File: src/rtl/data_sram_bridge.sv
// Bridges the memory stage's single-cycle SRAM access to a req/addr_ok/data_ok bus,
// stalling the pipeline until the (single outstanding) transaction completes.
module data_sram_bridge #(
    parameter bit KSEG_MAP = 1'b1
) (
    input  logic        clk,
    input  logic        rst,
    input  logic        mem_en,
    input  logic [3:0]  mem_wen,
    input  logic [31:0] mem_addr,
    input  logic [31:0] mem_wdata,
    output logic [31:0] mem_rdata,
    input  logic        flush,
    output logic        stall,
    output logic        bus_req,
    output logic        bus_wr,
    output logic [3:0]  bus_wstrb,
    output logic [31:0] bus_addr,
    output logic [31:0] bus_wdata,
    input  logic        bus_addr_ok,
    input  logic        bus_data_ok,
    input  logic [31:0] bus_rdata
);

    // state | meaning
    // IDLE  | no access in flight, captures a new mem_en
    // REQ   | bus_req asserted, waiting for addr_ok
    // WAIT  | request accepted, waiting for data_ok
    // DONE  | one-cycle completion, pipeline advances
    typedef enum logic [1:0] {IDLE, REQ, WAIT, DONE} state_t;

    state_t      state;
    logic        cancel;
    logic [31:0] addr_xlat;
    logic        complete;
    logic        cancel_now;

    always_comb begin
        addr_xlat = mem_addr;
        if (KSEG_MAP && mem_addr[31:30] == 2'b10)
            addr_xlat = {3'b000, mem_addr[28:0]};
    end

    assign stall      = mem_en && (state != DONE);
    assign complete   = ((state == REQ) && bus_addr_ok && bus_data_ok) ||
                        ((state == WAIT) && bus_data_ok);
    // a flush coinciding with completion discards that result too
    assign cancel_now = cancel || flush;

    always_ff @(posedge clk or posedge rst) begin
        if (rst) begin
            state     <= IDLE;
            cancel    <= 1'b0;
            bus_req   <= 1'b0;
            bus_wr    <= 1'b0;
            bus_wstrb <= 4'b0;
            bus_addr  <= 32'b0;
            bus_wdata <= 32'b0;
            mem_rdata <= 32'b0;
        end else begin
            case (state)
                IDLE: begin
                    if (mem_en && !flush) begin
                        bus_req   <= 1'b1;
                        bus_wr    <= |mem_wen;
                        bus_wstrb <= mem_wen;
                        bus_addr  <= addr_xlat;
                        bus_wdata <= mem_wdata;
                        state     <= REQ;
                    end
                end
                REQ, WAIT: begin
                    if (state == REQ && bus_addr_ok)
                        bus_req <= 1'b0;
                    if (complete) begin
                        cancel <= 1'b0;
                        if (cancel_now) begin
                            state <= IDLE;
                        end else begin
                            state <= DONE;
                            if (!bus_wr)
                                mem_rdata <= bus_rdata;
                        end
                    end else begin
                        if (flush)
                            cancel <= 1'b1;
                        if (state == REQ && bus_addr_ok)
                            state <= WAIT;
                    end
                end
                DONE:    state <= IDLE;
                default: state <= IDLE;
            endcase
        end
    end

endmodule

File: config.mk
export PLATFORM = sky130hd
export DESIGN_NAME = data_sram_bridge
export DESIGN_NICKNAME = d
export VERILOG_FILES = /design/src/rtl/data_sram_bridge.sv
export SDC_FILE = /design/constraint.sdc
export NUM_CORES = 1
export LEC_CHECK = 0
export BUFFER_PORTS_ARGS = -buffer_cell sky130_fd_sc_hd__clkbuf_2
export CORE_ASPECT_RATIO = 1.2
export CORE_MARGIN = 10
export CORE_UTILIZATION = 25
export CTS_BUF_LIST = sky130_fd_sc_hd__clkbuf_8
export CTS_CLUSTER_DIAMETER = 100
export DETAILED_ROUTE_END_ITERATION = 16
export SETUP_SLACK_MARGIN = 0.4
export SYNTH_ARGS = -nofsm -noshare
export SYNTH_HDL_FRONTEND = slang
export SYNTH_SLANG_ARGS = --single-unit
File: constraint.sdc
create_clock -name clk -period 9.2 [get_ports clk]
set_input_delay 0.92 -clock clk [delete_from_list [all_inputs] [get_ports clk]]
set_output_delay 0.92 -clock clk [all_outputs]
set_load 0.1 [all_outputs]
==> implementation parameters, run 1 <==
Parameter                              Value

Global routing
  Initial antenna violation count    0
  Wire length of the first global-routing pass    16,700 um
  Pin count of the biggest net entering global routing    74
  Leftover overflow at the end of global routing    0
  GRT Overall Usage    9.55%
  Via count of the first global-routing pass    3,247

Detailed routing
  DR iter-0 viols    47
  Post-detailed-route wirelength per cell    15.6 um
  Post-DRT Antenna Nets    0
  Wire length reported by the detailed router    10,700 um
  1st-pass router iterations    4
  Detailed-route via count    2,815
  Number of DRC violations after detailed routing    0
  Via density per instance    4.13

Timing
  Post-route fraction of the period consumed by the critical path    27.8%
  Setup TNS    0 ns
  Setup-violating endpoint count in the final report    0
  Worst-margin pin slew    0.908 ns
  Max-slew headroom    39.4%
  Worst Hold Slack    0.496 ns
  Setup repair after global routing missed its margin    false
  Maximum clock frequency    0.392 GHz
  Max Slew Vio Count    0
  Post-layout min period    2.55 ns
  Setup clock skew after layout    0.0107 ns
  Fin. Hold Viols    0

Synth
  Synth Cell Area    4080 um^2
  Synthesized netlist net count    366
  Cells after synthesis    255
  Sequential cell area fraction in the yosys report    64.4%
  Synthesized area per cell    16.0 um^2
  Number of warnings reported in the yosys synthesis log    0
  Post-synthesis cell type count    21
  Total of flip-flops plus latches after synthesis    105

Final layout
  Nets    577
  Fillcell total    1,617
  ANT cells    0
  Share of layout cells above drive strength 1    69.1%
  Most used cells in the layout excluding fill and tap cells    208 x clkbuf_2, 105 x dfrtp_1, 96 x mux2_2
  Relative area change from synthesis to final layout    35.3%
  Most common cell after layout, fill and taps aside    clkbuf_2

Floorplan
  Area of the die    21,800 um^2
  # rows    51
  Initial cell density of the core    25.3%
  I/O pin count    209
  Area of the placeable core    16,100 um^2
  Die Span Y    160 um
  Die Width    137 um

Placement
  Routability-driven placement congestion ratio    0.744
  Buffers on Ports    208
  DP HPWL    8500 um

CTS
  Cell at the root of the clock tree    clkbuf_8
  Post CTS Setup Buffer Count    0
  Total CTS buffers    9
  Largest buffer count on any clock path    2
  Total of hold buffers inserted after clock tree synthesis    0
  CTS HTree Levels    3
  Sink Count    105
  Clock transition at the registers of the reported paths    0.09 ns
  Count of cells resized by post-cts repair    0
  Clock latency of the later-clocked register in the worst-skew pair    0.36 ns
  Clock tree from TritonCTS    yes

Setup path
  Crit. Startpoint    mem_en
  Crit path capture type    primary output
  Crit path required time    8.28 ns
  Critical Path Source Type    primary input
  Crit Reg-Reg Startpoint    state[0]
  Start-to-end type of the worst setup path    primary input to primary output
  Worst-case register-to-register setup slack    7.11 ns
  Data arrival time at the worst-slack endpoint    1.63 ns
  Largest fanout on the critical path    3

Status
  Status    complete, no violations

Worst hold path
  Origin of the worst min-delay path    bus_addr[29]
  Kind of path behind the tightest hold check    flip-flop to flip-flop

Run
  Max Cap Viol    0
-- worst max-delay path: stages --
cell and delay [ns]:
clkbuf_2 0.10, nor2b_1 0.14, clkbuf_2 0.47
-- flip-flops by register name, summed over array words and instances, names as in the netlist --
register,count
bus_addr,32
bus_wdata,32
mem_rdata,32
bus_wstrb,4
state,2
bus_req,1
bus_wr,1
cancel,1
-- logic make-up (layout without fill, tap and decap cells) --
logic type               after synthesis  after routing  synth area share [%]
flip-flops                           105            105                  64.4
multiplexers                         100            100                  27.5
AND/OR/NAND/NOR                       16             16                  2.36
buffers and inverters                 16            230                  2.27
AO/OA/AOI/OAI                         13             13                  1.87
adder cells (fa/ha/maj)                5              5                  1.53
-- through the flow --
step	util [%]	area, um^2	setup slack [ns]	std cells
3_3_place_gp	33.1	5340	6.67	667
4_1_cts	34.2	5520	6.60	681
5_1_grt	34.2	5520	6.57	681
6_report	34.2	5520	6.65	681
3_5_place_dp	33.1	5340	6.63	667
2_1_floorplan	-	4080	5.52	255
-- final timing paths --
| check | end | depth (start not counted) |
|---|---|---|
| max in group asynchronous | mem_rdata[24] | 3 |
| min in group asynchronous | bus_addr[1] | 2 |
| worst max-delay path | stall | 3 |
| worst max register to register | bus_addr[17] | 5 |
| worst min-delay path | bus_addr[29] | 2 |
| worst min register to register | bus_addr[29] | 2 |
-- synthesized netlist by cell type, drive strengths merged --
master,n,share of area (%)
nor2,2,0.18
a21oi,3,0.37
inv,5,0.46
a21o,1,0.18
dfrtp,105,64
nand2,7,0.64
o21ai,7,0.86
a32oi,1,0.21
nor4,2,0.67
o32a,1,0.25
buf,11,1.8
nand3b,1,0.18
mux2i,2,0.49
or2,1,0.21
nor2b,2,0.31
ha,5,1.5
nand2b,1,0.15
mux2,98,27
-- final cells by class --
cell class | count | area [um^2] | area share (%)
clock inverter | 4 | 45.0 | 0.816
sequential | 105 | 2630 | 47.6
clock buffer | 10 | 138 | 2.49
inverter | 5 | 21.3 | 0.385
multi-input combinational | 134 | 1360 | 24.6
timing repair buffer | 211 | 1060 | 19.3
tap | 212 | 265 | 4.81
-- per-layer routing --
layer	global-route usage, %	part of all wire (%)	routed length, um
met5	0	0	0
met4	3.20	0.95	101
met3	5.46	13	1340
met2	15.9	49	5240
met1	9.76	37	3960
Power of run 1 is not shown: default switching activity piles up to over one toggle a cycle in this logic, so the estimate is an artifact.
==> run 2, diff against run 1 <==
==> constraint.sdc (replaced) <==
create_clock -name clk -period 2.1 [get_ports clk]
set_input_delay 0.21 -clock clk [delete_from_list [all_inputs] [get_ports clk]]
set_output_delay 0.21 -clock clk [all_outputs]
set_load 0.1 [all_outputs]
==> run 2 against run 1 <==
Against the previous run:
- critical path depth is 5 higher
- wire length is 31% higher
- flip-flop and latch count stayed put
- die area stayed put
- setup slack worse by 6.4 ns
- register-to-register slack worse by 6.9 ns
- worst hold slack worse by 0.44 ns
- non-clock buffer count is 41 higher
- first-iteration DRC count is 66% higher
- global-route usage is 2.7 points higher
- highest routed layer unchanged
==> implementation parameters, run 2 (synthesized netlist as in run 1, its figures left out) <==
Parameter                              Value

Status
  Status    complete, no violations

Placement
  DP HPWL    8930 um
  Buffers on Ports    208
  Pre-CTS setup slack    0.255 ns
  Routability-driven placement congestion ratio    0.765

Setup path
  Worst flop-to-flop path endpoint    mem_rdata[24]
  Crit Reg-Reg Startpoint    state[0]
  Critical Path Source Type    flip-flop
  Data arrival time at the worst-slack endpoint    2.13 ns
  Largest fanout on the critical path    8
  CP max stage cell    dfrtp_1
  Cell-by-cell trace of the critical path    buf_4 > ha_1 > a21oi_4 > nor4_4 > buf_4 > buf_12 > buf_12 > mux2_4
  Crit path required time    2.36 ns
  Start-to-end type of the worst setup path    flip-flop to flip-flop
  Crit path capture type    flip-flop
  Worst-case register-to-register setup slack    0.22 ns
  Worst reg2reg path depth    8
  Delay of the slowest cell on the worst path    0.42 ns

CTS
  Clock transition at the registers of the reported paths    0.11 ns
  Sink Count    105
  Cell at the root of the clock tree    clkbuf_8
  Clock tree from TritonCTS    yes
  CTS HTree Levels    3
  Clock latency of the later-clocked register in the worst-skew pair    0.38 ns
  Largest buffer count on any clock path    2
  Total CTS buffers    9

Worst hold path
  Origin of the worst min-delay path    mem_wdata[19]
  Kind of path behind the tightest hold check    primary input to flip-flop
  Hold Path End    bus_wdata[19]
  Number of instances on the worst hold path    2

Floorplan
  Die Width    137 um
  Initial cell density of the core    25.3%
  Area of the placeable core    16,100 um^2
  Area of the die    21,800 um^2
  I/O pin count    209
  Die Span Y    160 um
  # rows    51

Final layout
  Share of layout cells above drive strength 1    73.4%
  Fillcell total    1,519
  Multi-input combinational cell area    1540 um^2
  Top flop regs    bus_addr: 32 flops, bus_wdata: 32 flops, mem_rdata: 32 flops
  Most common cell after layout, fill and taps aside    clkbuf_2
  ANT cells    0
  Most used cells in the layout excluding fill and tap cells    207 x clkbuf_2, 104 x dfrtp_1, 66 x mux2_2
  Relative area change from synthesis to final layout    59.7%
  Area occupied by registers    2630 um^2
  Nets    618

Detailed routing
  Post-detailed-route wirelength per cell    19.3 um
  Routed length on met2    7090 um
  Routed length on met1    5300 um
  Post-DRT Antenna Nets    0
  Wire length reported by the detailed router    14,000 um
  DR iter-0 viols    78
  Detailed-route via count    3,090
  Number of DRC violations after detailed routing    0
  Top routing layer in use    met4
  Via density per instance    4.27
  1st-pass router iterations    4
  Total met3 wirelength after detailed routing    1310 um

Global routing
  GRT Overall Usage    12.3%
  Leftover overflow at the end of global routing    0
  Wire length of the first global-routing pass    20,700 um
  Pin count of the biggest net entering global routing    61
  Via count of the first global-routing pass    3,632
  Initial antenna violation count    0

Timing
  Max Slew Vio Count    0
  Setup clock skew after layout    0.0134 ns
  Fin. Hold Viols    0
  Maximum clock frequency    0.533 GHz
  Setup TNS    0 ns
  Max-slew headroom    59.5%
  Post-route fraction of the period consumed by the critical path    89.4%
  Setup-violating endpoint count in the final report    0
  Min setup slack post-route    0.222 ns
  Worst-margin pin slew    0.610 ns
  Setup repair after global routing missed its margin    true
  Post-layout min period    1.88 ns

Run
  Max Cap Viol    0
run 2: changes by cell type in the layout (fill, tap and decap cells not counted), moves of 9 or more:
cell    before  now
mux2_2      96   66
mux2_4       0   32
buf_16       0    9
buf_12       0   16
buf_4        3   12
run 2: area by class of cell:
type | count | area share [%]
clock buffers | 10 | 2.11
clock inverters | 6 | 1.02
inverters | 5 | 0.346
multi-input cells | 134 | 23.7
flip-flops and latches | 105 | 40.4
well taps | 212 | 4.07
repair buffers | 252 | 28.4
run 2: worst max path at each step:
stage / start / endpoint / slack, ns
detailed placement: state[0] / mem_rdata[9] / 0.25
CTS: state[0] / mem_rdata[12] / 0.25
floorplan: state[1] / mem_rdata[13] / 0.32
global placement: state[1] / mem_rdata[5] / 0.32
finish: state[0] / mem_rdata[24] / 0.22
global route: state[0] / mem_rdata[20] / 0.11
run 2: per-stage QoR:
step | util [%] | hold slack [ns] | area, um^2 | cells
5_1_grt | 40.3 | 0.0233 | 6510 | 724
3_3_place_gp | 33.5 | 0.292 | 5410 | 668
4_1_cts | 39.2 | 0.0213 | 6330 | 717
2_1_floorplan | - | 0.345 | 4110 | 255
6_report | 40.3 | 0.0530 | 6510 | 724
3_5_place_dp | 33.5 | 0.292 | 5410 | 668
run 2: layer usage:
layer / global-route usage (%) / up-vias
li1: - / 1394
met1: 13.0 / 1542
met3: 4.99 / 21
met5: 0 / -
met4: 4.27 / 0
met2: 21.2 / 133
run 2: what timing repair did:
item | in CTS | in global routing
pin swaps | 3 | 0
hold buffers | 1 | 0
setup endpoints to repair | 99 | 97
setup buffers | 22 | 2
cloned | 10 | 5
endpoints found under the hold margin | 21 | 0
gates resized for setup | 49 | 12
run 2: worst max-delay path, delay by kind of cell (launching register included):
family,cells,cell delay (ns)
simple gates,1,0.05
compound gates,1,0.20
buf+inv,4,0.56
flops,1,0.42
mux,1,0.30
fa+ha+maj,1,0.24
Power of run 2 is left out for the same reason.
==> run 3, diff against run 2 <==
--- a/config.mk
+++ b/config.mk
@@ -12,6 +12,7 @@
 export CTS_BUF_LIST = sky130_fd_sc_hd__clkbuf_8
 export CTS_CLUSTER_DIAMETER = 100
 export DETAILED_ROUTE_END_ITERATION = 16
+export REMOVE_ABC_BUFFERS = 1
 export SETUP_SLACK_MARGIN = 0.4
 export SYNTH_ARGS = -nofsm -noshare
 export SYNTH_HDL_FRONTEND = slang
==> run 3 against run 2 <==
Against the previous run:
- core utilization down 1.4 points
- die area stayed put
- flip-flop and latch count unchanged
- sequential share of layout area up 1.4 points
- via count is 1.4% lower
- register-to-register slack about the same
- first-iteration DRC count down 7.7%
- global-route usage fell by 0.27 points
- count of clock-buffer cells in the layout decreased by 1
- non-clock buffer count shrank 8
- setup slack worse by 0.0037 ns
- largest cell class unchanged
- critical endpoint is now mem_rdata[17]
- design area down 3.5%
==> implementation parameters, run 3 (synthesized netlist as in run 1, its figures left out) <==
Parameter                              Value

Floorplan
  Area of the die    21,800 um^2
  Initial cell density of the core    25.3%
  Die Span Y    160 um
  # rows    51
  Area of the placeable core    16,100 um^2
  Die Width    137 um
  I/O pin count    209

Setup path
  Critical Path Source Type    flip-flop
  Category of cells accounting for the largest share of critical-path delay    buffers and inverters
  Data arrival time at the worst-slack endpoint    2.14 ns
  Largest fanout on the critical path    8
  Delay of the slowest cell on the worst path    0.43 ns
  Total buffers and inverters traversed by the critical path    4
  Crit Reg-Reg Startpoint    state[0]
  Start-to-end type of the worst setup path    flip-flop to flip-flop
  Worst reg2reg path depth    8
  Crit path capture type    flip-flop
  Crit path required time    2.36 ns
  Worst-case register-to-register setup slack    0.22 ns
  Cell-by-cell trace of the critical path    inv_2 > ha_4 > a21oi_4 > nor4_4 > buf_4 > buf_12 > buf_16 > mux2_4
  Worst flop-to-flop path endpoint    mem_rdata[17]
  CP max stage cell    dfrtp_1

Detailed routing
  Post-DRT Antenna Nets    0
  1st-pass router iterations    4
  Number of DRC violations after detailed routing    0
  Wire length reported by the detailed router    13,200 um
  DR iter-0 viols    72
  Via density per instance    4.27
  Post-detailed-route wirelength per cell    18.5 um
  Detailed-route via count    3,046

Placement
  Post-placement cell count    670
  Pre-CTS setup slack    0.147 ns
  Routability-driven placement congestion ratio    0.722
  DP HPWL    8930 um
  Buffers on Ports    208

Global routing
  Leftover overflow at the end of global routing    0
  Most congested layer reported by global routing    met2
  Met1 track utilization from global routing    12.4%
  Via count of the first global-routing pass    3,445
  Wire length of the first global-routing pass    20,100 um
  GRT Overall Usage    12.0%
  Grt met3 use    4.87%
  Pin count of the biggest net entering global routing    49
  Met2 Resource Use GR    20.1%
  Initial antenna violation count    1

CTS
  Clock latency of the later-clocked register in the worst-skew pair    0.38 ns
  Cell at the root of the clock tree    clkbuf_8
  Clock transition at the registers of the reported paths    0.10 ns
  Total CTS buffers    9
  CTS HTree Levels    3
  Clock tree from TritonCTS    yes
  Largest buffer count on any clock path    2
  Sink Count    105

Timing
  Setup-violating endpoint count in the final report    0
  Worst-margin pin slew    0.599 ns
  Fin. Hold Viols    0
  Max-slew headroom    60.1%
  Maximum clock frequency    0.531 GHz
  Max Slew Vio Count    0
  Worst Hold Slack    0.0495 ns
  Post-route fraction of the period consumed by the critical path    89.6%
  Min setup slack post-route    0.218 ns
  Setup clock skew after layout    0.0149 ns
  Post-layout min period    1.88 ns
  Setup repair after global routing missed its margin    true

Worst hold path
  Kind of path behind the tightest hold check    primary input to flip-flop
  Hold Path End    bus_wdata[26]
  Origin of the worst min-delay path    mem_wdata[26]
  Number of instances on the worst hold path    2

Run
  Max Cap Viol    0

Final layout
  Share of layout cells above drive strength 1    73.3%
  Utilization after layout    38.9%
  Post-route non-filler standard cell count    714
  Fillcell total    1,562
  Nets    610
  ANT cells    0
  Top flop regs    bus_addr: 32 flops, bus_wdata: 32 flops, mem_rdata: 32 flops
  Relative area change from synthesis to final layout    54.1%
  Most used cells in the layout excluding fill and tap cells    207 x clkbuf_2, 105 x dfrtp_1, 66 x mux2_2
  Most common cell after layout, fill and taps aside    clkbuf_2

Status
  Status    complete, no violations
==> run 3: cell types whose count changed in the layout (fill, tap and decap cells not counted), sizes merged <==
cell,change
bufbuf,-1
clkinvlp,-2
inv,-1
bufinv,+1
buf,-8
clkinv,+1
==> run 3: worst register-to-register path, delay by kind of cell, from the launching register on <==
family,cells,cell delay (ns)
buf+inv,4,0.55
fa+ha+maj,1,0.17
simple gates,1,0.27
mux,1,0.30
flops,1,0.43
compound gates,1,0.05
==> run 3: timing repair <==
item                                    CTS  global route
pin swaps                                 3             3
resized for setup                        57            10
setup buffers                            15             3
cloned                                    5             6
endpoints found under the setup margin   57           103
hold buffers                              1             0
hold endpoints to repair                 43             0
==> run 3: worst max-delay path by stage <==
stage,slack [ns],cells after the start,from,endpoint
after CTS,0.22,8,state[0],mem_rdata[17]
after global placement,0.23,6,state[0],mem_rdata[2]
final,0.22,8,state[0],mem_rdata[17]
after global routing,0.15,8,state[0],mem_rdata[17]
after floorplan,-1.10,4,state[0],bus_addr[0]
after detailed placement,0.15,6,state[0],mem_rdata[19]
==> run 3: stage by stage <==
step	cell area [um^2]	setup TNS, ns
5_1_grt	6290	0
3_3_place_gp	5400	0
4_1_cts	6090	0
3_5_place_dp	5400	0
6_report	6290	0
2_1_floorplan	4010	-183.84
==> run 3: routing by layer <==
layer	vias to the layer above	routed length, um
met3	21	1180
met4	2	354
met2	122	7070
li1	1376	-
met1	1525	4570
met5	-	7
==> run 3: area by class of cell <==
| cell class | count | area (um^2) | area share (%) |
|---|---|---|---|
| sequential | 105 | 2630 | 41.8 |
| timing repair buffer | 244 | 1610 | 25.6 |
| multi-input combinational | 134 | 1560 | 24.8 |
| tap | 212 | 265 | 4.22 |
| clock buffer | 9 | 124 | 1.97 |
| clock inverter | 5 | 81.3 | 1.29 |
| inverter | 5 | 21.3 | 0.338 |
Power of run 3 is left out for the same reason.
